File: config.mk
export PLATFORM = sky130hd
export DESIGN_NAME = fifo_wptr_full
export DESIGN_NICKNAME = d
export VERILOG_FILES = /design/src/rtl/fifo_pkg.sv /design/src/rtl/fifo_gray2bin.sv /design/src/rtl/fifo_wptr_full.sv
export SDC_FILE = /design/constraint.sdc
export NUM_CORES = 1
export LEC_CHECK = 0
export CAP_MARGIN = 20
export CORE_ASPECT_RATIO = 2
export CORE_UTILIZATION = 45
export CTS_BUF_LIST = sky130_fd_sc_hd__clkbuf_16
export DETAILED_ROUTE_END_ITERATION = 6
export PLACE_DENSITY = 0.8
export SETUP_SLACK_MARGIN = 0.05
export SLEW_MARGIN = 10
export SYNTH_ARGS = -nofsm -noshare
export SYNTH_HDL_FRONTEND = slang
export SYNTH_HIERARCHICAL = 1
export SYNTH_SLANG_ARGS = --single-unit
File: constraint.sdc
create_clock -name wclk -period 2.7 [get_ports wclk]
set_input_delay 0.54 -clock wclk [delete_from_list [all_inputs] [get_ports wclk]]
set_output_delay 0.54 -clock wclk [all_outputs]
set_load 0.005 [all_outputs]
File: src/rtl/fifo_pkg.sv
// -----------------------------------------------------------------------------
// fifo_pkg
//   Shared constants and Gray-code helpers for the asynchronous FIFO.
//   FIFO_ADDRSIZE      : default memory address width
//   FIFO_DEPTH         : default number of entries (2**FIFO_ADDRSIZE)
//   FIFO_AFULL_THRESH  : default almost-full occupancy threshold
//   bin2gray/gray2bin  : 32-bit reference conversions; callers truncate
//                        to their pointer width
// -----------------------------------------------------------------------------
package fifo_pkg;

    localparam int FIFO_ADDRSIZE     = 8;
    localparam int FIFO_DEPTH        = 1 << FIFO_ADDRSIZE;
    localparam int FIFO_AFULL_THRESH = FIFO_DEPTH - 4;

    function automatic logic [31:0] bin2gray(input logic [31:0] b);
        return b ^ (b >> 1);
    endfunction

    function automatic logic [31:0] gray2bin(input logic [31:0] g);
        logic [31:0] b;
        b[31] = g[31];
        for (int i = 30; i >= 0; i--) begin
            b[i] = b[i+1] ^ g[i];
        end
        return b;
    endfunction

endpackage

File: src/rtl/fifo_gray2bin.sv
// -----------------------------------------------------------------------------
// fifo_gray2bin
//   Combinational Gray-to-binary converter. Each binary bit is the XOR of
//   all Gray bits at or above its position (prefix XOR from the MSB).
//   Ports:
//     gray : in  WIDTH  Gray-coded value
//     bin  : out WIDTH  binary equivalent
// -----------------------------------------------------------------------------
module fifo_gray2bin #(
    parameter int WIDTH = 9
) (
    input  logic [WIDTH-1:0] gray,
    output logic [WIDTH-1:0] bin
);

    for (genvar i = 0; i < WIDTH; i++) begin : g_bit
        assign bin[i] = ^gray[WIDTH-1:i];
    end

endmodule

File: src/rtl/fifo_wptr_full.sv
// -----------------------------------------------------------------------------
// fifo_wptr_full
//   Write-domain pointer and status generator for the asynchronous FIFO.
//   Advances a Gray write pointer on accepted writes, drives the memory write
//   address/strobe, and derives full, almost-full, level and sticky overflow
//   from the read pointer already synchronized into wclk.
//   Ports:
//     wclk         : in  1           write-domain clock
//     wrst_n       : in  1           asynchronous active-low reset
//     winc         : in  1           write request from producer
//     wq2_rptr     : in  ADDRSIZE+1  synchronized Gray read pointer
//     wovf_clr     : in  1           clears the sticky overflow flag
//     wptr         : out ADDRSIZE+1  registered Gray write pointer
//     waddr        : out ADDRSIZE    binary memory write address
//     wen          : out 1           memory write strobe (combinational)
//     wfull        : out 1           FIFO full (registered)
//     walmost_full : out 1           occupancy >= AFULL_THRESH (registered)
//     wlevel       : out ADDRSIZE+1  pessimistic occupancy (registered)
//     wovf         : out 1           sticky: write attempted while full
//
//   Handshake: winc acts as valid and ~wfull as ready. A write is accepted
//   (wen = 1, pointer advances) only on an edge where winc = 1 and wfull = 0;
//   winc while full is dropped and sets wovf instead.
// -----------------------------------------------------------------------------
module fifo_wptr_full
    import fifo_pkg::*;
#(
    parameter int ADDRSIZE     = FIFO_ADDRSIZE,
    parameter int AFULL_THRESH = (1 << ADDRSIZE) - 4
) (
    input  logic                wclk,
    input  logic                wrst_n,
    input  logic                winc,
    input  logic [ADDRSIZE:0]   wq2_rptr,
    input  logic                wovf_clr,
    output logic [ADDRSIZE:0]   wptr,
    output logic [ADDRSIZE-1:0] waddr,
    output logic                wen,
    output logic                wfull,
    output logic                walmost_full,
    output logic [ADDRSIZE:0]   wlevel,
    output logic                wovf
);

    // Threshold narrowed to pointer width; its legal range fits in ADDRSIZE+1 bits.
    localparam logic [31:0]       AFULL_32 = AFULL_THRESH;
    localparam logic [ADDRSIZE:0] AFULL_T  = AFULL_32[ADDRSIZE:0];

    logic [ADDRSIZE:0] wbin;
    logic [ADDRSIZE:0] wbnext;
    logic [ADDRSIZE:0] wgnext;
    logic [ADDRSIZE:0] rbin;
    logic [ADDRSIZE:0] lvl_next;
    logic              full_next;

    fifo_gray2bin #(
        .WIDTH (ADDRSIZE + 1)
    ) u_rptr_g2b (
        .gray (wq2_rptr),
        .bin  (rbin)
    );

    assign wen    = winc & ~wfull;
    assign waddr  = wbin[ADDRSIZE-1:0];
    assign wbnext = wbin + {{ADDRSIZE{1'b0}}, wen};
    assign wgnext = (wbnext >> 1) ^ wbnext;

    // Full when the next write pointer is exactly one lap ahead of the read
    // pointer: in Gray code that means the two MSBs differ and the rest match.
    assign full_next = (wgnext == {~wq2_rptr[ADDRSIZE:ADDRSIZE-1],
                                    wq2_rptr[ADDRSIZE-2:0]});

    // Modulo subtraction; the read pointer lags, so this never under-reports.
    assign lvl_next = wbnext - rbin;

    always_ff @(posedge wclk or negedge wrst_n) begin
        if (!wrst_n) begin
            wbin         <= '0;
            wptr         <= '0;
            wfull        <= 1'b0;
            walmost_full <= 1'b0;
            wlevel       <= '0;
            wovf         <= 1'b0;
        end else begin
            wbin         <= wbnext;
            wptr         <= wgnext;
            wfull        <= full_next;
            wlevel       <= lvl_next;
            walmost_full <= (lvl_next >= AFULL_T);
            // A dropped write sets the flag even if a clear arrives with it.
            if (winc && wfull) begin
                wovf <= 1'b1;
            end else if (wovf_clr) begin
                wovf <= 1'b0;
            end
        end
    end

endmodule

==> results of run 1 <==
area by class of cell:
type	instances	area share, %
Clock buffer	5	3.94
Clock inverter	2	0.237
Inverter	22	2.60
Multi-Input combinational cell	127	41.8
Sequential cell	29	22.9
Tap cell	52	2.05
Timing Repair Buffer	96	26.5
sequential cells by signal, indices dropped and copies added, names as in the netlist:
name,cells
walmost_full,1
wbin,9
wfull,1
wlevel,9
wovf,1
wptr,8
power by group:
group	total, µW	leakage [µW]	switching (µW)	internal (µW)
registers	812	0.000349	170	642
clock network	508	0.0000685	180	328
logic	2880	0.00105	1270	1620
critical path, cell delays in order:
cell and delay [ps]:
clkbuf_2 110, xor3_2 440, buf_6 170, xnor2_4 190
xnor2_1 160, inv_1 100, ha_4 250, nor2b_2 150
o31a_1 270, o31a_1 340, a21oi_2 140, nand4_1 100
o211ai_1 170
Yosys cell counts, drive strengths merged:
cell / instances
xnor2: 21
and3: 1
o41ai: 1
clkbuf: 1
xnor3: 2
o21a: 5
xor2: 16
o31a: 3
ha: 11
nor3b: 1
a21boi: 2
xor3: 2
o21ai: 6
nand2: 5
o211ai: 2
nor2b: 3
inv: 22
o22a: 1
a21oi: 7
o22ai: 1
buf: 4
nor2: 9
a21o: 2
a32oi: 1
and3b: 2
nor3: 2
o32ai: 1
a2111o: 1
nand3: 7
dfrtp: 29
a31oi: 2
o31ai: 1
and2: 1
fa: 1
nand4: 3
nor4: 2
or3: 1
o32a: 1
repair_timing:
item	4_1_cts	5_1_grt
hold endpoints to repair	0	0
gates resized for setup	40	19
buffers inserted	7	3
endpoints found under the setup margin	10	7
pin swaps	17	19
layer usage:
layer / vias to the layer above / part of all wire (%) / wire [µm]
met1: 852 / 36 / 2020
li1: 818 / - / -
met3: 17 / 2.6 / 149
met5: - / 0 / 0
met2: 51 / 57 / 3250
met4: 0 / 4.3 / 244
worst paths after layout:
kind / end / slack (ps) / cells past startpoint
worst max-delay path: walmost_full$_DFF_PN0_ / -270 / 13
worst min-delay path: wovf$_DFFE_PN0P_ / 530 / 2
worst max register to register: walmost_full$_DFF_PN0_ / -10 / 13
worst min register to register: wovf$_DFFE_PN0P_ / 530 / 2
max in group asynchronous: wbin[8]$_DFF_PN0_ / 1760 / 2
min in group asynchronous: wptr[0]$_DFF_PN0_ / 650 / 2
through the flow:
stage,hold slack (ps),setup slack [ps],instances,power (µW),TNS [ps]
after floorplan,244,-188,183,2110,-414
after global placement,514,-822,320,3250,-5950
after detailed placement,524,-962,320,3310,-7160
after CTS,537,-403,331,4050,-1370
after global routing,562,-354,333,4500,-1110
final,528,-268,333,4210,-625
kinds of logic after synthesis:
| group | count (synthesis) | share of synthesized area, % |
|---|---|---|
| XOR/XNOR | 41 | 22.7 |
| AND/OR/NAND/NOR | 37 | 11.4 |
| flip-flops | 29 | 38.1 |
| adder cells (fa/ha/maj) | 12 | 8.27 |
| AO/OA/AOI/OAI | 37 | 13.6 |
| buffers and inverters | 27 | 5.91 |
==> impl_metrics.tcl, run 1 <==
set metrics [dict create \
    finalWorstSetupSlack_ps -268 \
    place.gp.congestion 0.880 \
    rsz0062_at_grt "true" \
    syn-num-nets 208 \
    p_per_area_mw_per_mm2 1320 \
    ios 43 \
    post_synth.cell_area_avg_um2 10.4 \
    fmax_mhz 337 \
    synthTopCellsByArea "dfrtp_1 (38%), xnor2_1 (9.2%), ha_1 (7.2%)" \
    dr.pass1.iters 4 \
    final_util_pct 77.7 \
    die_w_um 48.0 \
    finalHoldViolCount 0 \
    drc 0 \
    drive_gt1_share_pct 36.7 \
    place_area_mm2 0.00279 \
    grt_max_degree 30 \
    grt_pass1_vias 1858 \
    fillerInstances 232 \
    die_area_mm2 0.00451 \
    met2_usage_pct 48.3 \
    busiest_layer "met2" \
    synth_top_cell_by_area "dfrtp_1" \
    cts-htree-levels 2 \
    met3_usage_pct 5.77 \
    startpoint_type "input port" \
    stdcell_area_mm2 0.00317 \
    synthCells 183 \
    cts_hold_buf 0 \
    tightest_slew_ps 456 \
    syn2layout_area_growth_pct 66.6 \
    grtUsageMet1_pct 28.1 \
    drtAntennaViolNets 0 \
    via_count 1738 \
    drt-initial-drc-count 29 \
    wirelength_um 5660 \
    grt_overflow 0 \
    arrival_ps 3160 \
    r2r-start "wfull$_DFF_PN0_" \
    cts_buffers 5 \
    root_buffer "clkbuf_16" \
    synth.distinct_cells 46 \
    num_rows 33 \
    worst_setup_path_end_kind "flip-flop" \
    clock_sinks 29 \
    setup_viol 4 \
    core_area_mm2 0.00409 \
    antenna_found_initial 0 \
    layout_common_cells "buf_4 (49), clkdlybuf4s50_1 (33), dfrtp_1 (29), inv_1 (23), xnor2_1 (16)" \
    seqCellArea_um2 726 \
    hold_class "flip-flop to flip-flop" \
    clk-insertion-delay-late_ps 270 \
    path_max_fanout 4 \
    die-height_um 94.0 \
    multi_input_area_mm2 0.00133 \
    yosys_warnings 6 \
    finalCritPeriodShare_pct 110 \
    grt_pass1_wl_um 8610 \
    final_common_cell "buf_4" \
    status "complete, but fails checks" \
    start_util_pct 46.6 \
    worstPathRequired_ps 2890 \
    layout.nets 306 \
    viasPerCell 5.22 \
    ys_ff_latch 29 \
    fin_crit_ps 2970 \
    fin_skew_ps 4.34 \
    dpl.hpwl_um 3750 \
    startpoint "wq2_rptr[8]" \
    synth.top_cell.area_share_pct 38.1 \
    wl_per_cell_um 17.0 \
    cts_buffer_depth 2 \
    clk_pin_slew_worst_paths_ps 50 \
    grt_use_total_pct 27.8 \
    io_buffers 42 \
    crit_type "input port to flip-flop" \
    irDropWorstVdd_uv 970 \
    slew_violations 0 \
    violations "negative setup slack" \
    p_leak_uw 0.00146 \
    hold_path_startpoint "wovf$_DFFE_PN0P_" \
    cts_tree "done" \
    ys_seq_area_share_pct 38.1 \
    cap_violations 0 \
    synth.cell_area_mm2 0.00191 \
    n_antenna_cell 0 \
    max_slew_margin_pct 69.6 \
]
No activity file was read; power rests on OpenSTA's default activity.
==> run 2: changes to the inputs <==
--- a/config.mk
+++ b/config.mk
@@ -6,11 +6,11 @@
 export NUM_CORES = 1
 export LEC_CHECK = 0
 export CAP_MARGIN = 20
-export CORE_ASPECT_RATIO = 2
 export CORE_UTILIZATION = 45
 export CTS_BUF_LIST = sky130_fd_sc_hd__clkbuf_16
 export DETAILED_ROUTE_END_ITERATION = 6
 export PLACE_DENSITY = 0.8
+export RECOVER_POWER = 50
 export SETUP_SLACK_MARGIN = 0.05
 export SLEW_MARGIN = 10
 export SYNTH_ARGS = -nofsm -noshare
==> run 2 against run 1 <==
- the run ends with max-capacitance violations, max-slew violations, negative setup slack left
- total power rose by 2.7%
- hold slack got worse by 66 ps
- routed wire length rose by 8.1%
- worst setup slack barely moved
- global-route usage fell by 0.82 points
- combinational power rose by 4%
- count of clock-buffer cells in the layout did not move
- sequential share of layout area rose by 0.14 points
- critical endpoint unchanged
- register-to-register slack got worse by 210 ps
- final cell count rose by 1.8%
- critical path type unchanged
==> impl_metrics.tcl, run 2 (synthesis results as in run 1) <==
set metrics [dict create \
    grt_overflow 0 \
    die_w_um 67.1 \
    grt_max_degree 30 \
    largest_registers "wbin x9, wlevel x9, wptr x8" \
    layout.nets 314 \
    grt_pass1_vias 1824 \
    finalWorstSetupSlack_ps -268 \
    finalHoldViolCount 0 \
    io_buffers 42 \
    ios 43 \
    grt_pass1_wl_um 8650 \
    final_common_cell "buf_4" \
    finalCritPeriodShare_pct 110 \
    die-height_um 67.1 \
    clock_sinks 29 \
    fin_skew_ps 10.1 \
    grt_use_total_pct 27.0 \
    met3_usage_pct 5.65 \
    fmax_mhz 337 \
    drive_gt1_share_pct 37.0 \
    n_antenna_cell 0 \
    slew_violations 30 \
    num_rows 23 \
    slowest_delay_ps 500 \
    antenna_found_initial 0 \
    dr.pass1.iters 4 \
    root_buffer "clkbuf_16" \
    via_count 1780 \
    worst_setup_path_end_kind "flip-flop" \
    max_slew_margin_pct -6.87 \
    worstPathRequired_ps 2890 \
    hold_class "input port to flip-flop" \
    rsz0062_at_grt "true" \
    core_area_mm2 0.00403 \
    dpl.hpwl_um 3580 \
    stdcell_area_mm2 0.00316 \
    place.gp.congestion 0.810 \
    cts_tree "done" \
    die_area_mm2 0.00450 \
    cp_slowest_cell "xor3_2" \
    cts_buffers 5 \
    fin_crit_ps 2970 \
    irDropWorstVdd_uv 1010 \
    status "complete, but fails checks" \
    startpoint_type "input port" \
    p_per_area_mw_per_mm2 1370 \
    viasPerCell 5.25 \
    clk-insertion-delay-late_ps 280 \
    drtAntennaViolNets 0 \
    wl_per_cell_um 18.0 \
    finalSetupTns_ps -862 \
    layout_common_cells "buf_4 (52), clkdlybuf4s50_1 (29), dfrtp_1 (28), inv_1 (21), xnor2_1 (16)" \
    crit_path_frequent_cell "buf_4" \
    fillerInstances 241 \
    start_util_pct 47.3 \
    crit_type "input port to flip-flop" \
    cap_violations 1 \
    p_leak_uw 0.00148 \
    whs_ps 462 \
    wirelength_um 6120 \
    place_area_mm2 0.00277 \
    met2_usage_pct 47.1 \
    syn2layout_area_growth_pct 65.9 \
    drt-initial-drc-count 182 \
    path_max_fanout 3 \
    cp_cell_sequence "clkbuf_2 > xor3_2 > xor2_2 > xnor2_2 > ha_2 > buf_4 > buf_4 > nor2b_4 > o31a_1 > o31ai_2 > a21boi_2 > nand4_1 > o211ai_1" \
    busiest_layer "met2" \
    grtUsageMet1_pct 32.0 \
    cts_buffer_depth 2 \
    cts_hold_buf 0 \
    arrival_ps 3160 \
    setup_viol 6 \
    tightest_slew_ps 1600 \
    drc 0 \
    clk_pin_slew_worst_paths_ps 50 \
    cts-htree-levels 2 \
    violations "max-capacitance violations, max-slew violations, negative setup slack" \
]
[run 2: where the power goes]
group,internal (µW),switching [µW]
clock,329,196
combinational,1670,1320
sequential,645,158
total,2650,1670
[run 2: what timing repair did]
| item | 4_1_cts | 5_1_grt |
|---|---|---|
| endpoints found under the setup margin | 9 | 9 |
| endpoints found under the hold margin | 0 | 0 |
| pin swaps | 17 | 21 |
| resized for setup | 39 | 28 |
| setup buffers | 11 | 7 |
[run 2: worst max-delay path: cells and delay by family]
family	cells	cell delay (ps)
AOI/OAI and AO/OA	4	980
xor gates and xnor gates	3	920
buffers and inverters	3	330
adders and majority gates	1	250
and+or+nand+nor	2	140
[run 2: path summary, 6_finish.rpt]
| path | from | end | slack [ps] | cells past startpoint |
|---|---|---|---|---|
| max in group asynchronous | wrst_n | wbin[0]$_DFF_PN0_ | 460 | 2 |
| hold reg to reg | wovf$_DFFE_PN0P_ | wovf$_DFFE_PN0P_ | 530 | 2 |
| setup / recovery | wq2_rptr[3] | walmost_full$_DFF_PN0_ | -270 | 13 |
| setup reg to reg | wfull$_DFF_PN0_ | walmost_full$_DFF_PN0_ | -220 | 13 |
| min in group asynchronous | wrst_n | wovf$_DFFE_PN0P_ | 1200 | 2 |
| hold / removal | winc | wovf$_DFFE_PN0P_ | 460 | 3 |
[run 2: layout make-up]
class	instances	area, µm²	area share (%)
Clock inverter	2	7.51	0.238
Sequential cell	29	727	23.0
Clock buffer	5	125	3.96
Multi-Input combinational cell	127	1270	40.1
Timing Repair Buffer	104	887	28.1
Tap cell	50	62.6	1.98
Inverter	22	82.6	2.61
[run 2: per-layer routing]
layer / share of wire (%) / vias to the layer above
li1: - / 838
met5: 0 / -
met2: 52 / 59
met4: 3.0 / 0
met3: 3.6 / 15
met1: 41 / 868
[run 2: stage by stage]
stage                     cells  total power, µW  setup WS (ps)  util [%]
final                       339             4320           -268      78.4
after CTS                   332             4130           -423      76.2
after global routing        339             4590           -396      78.4
after detailed placement    316             3320           -893      68.7
after floorplan             183             2110           -188         -
after global placement      316             3250           -805      68.7
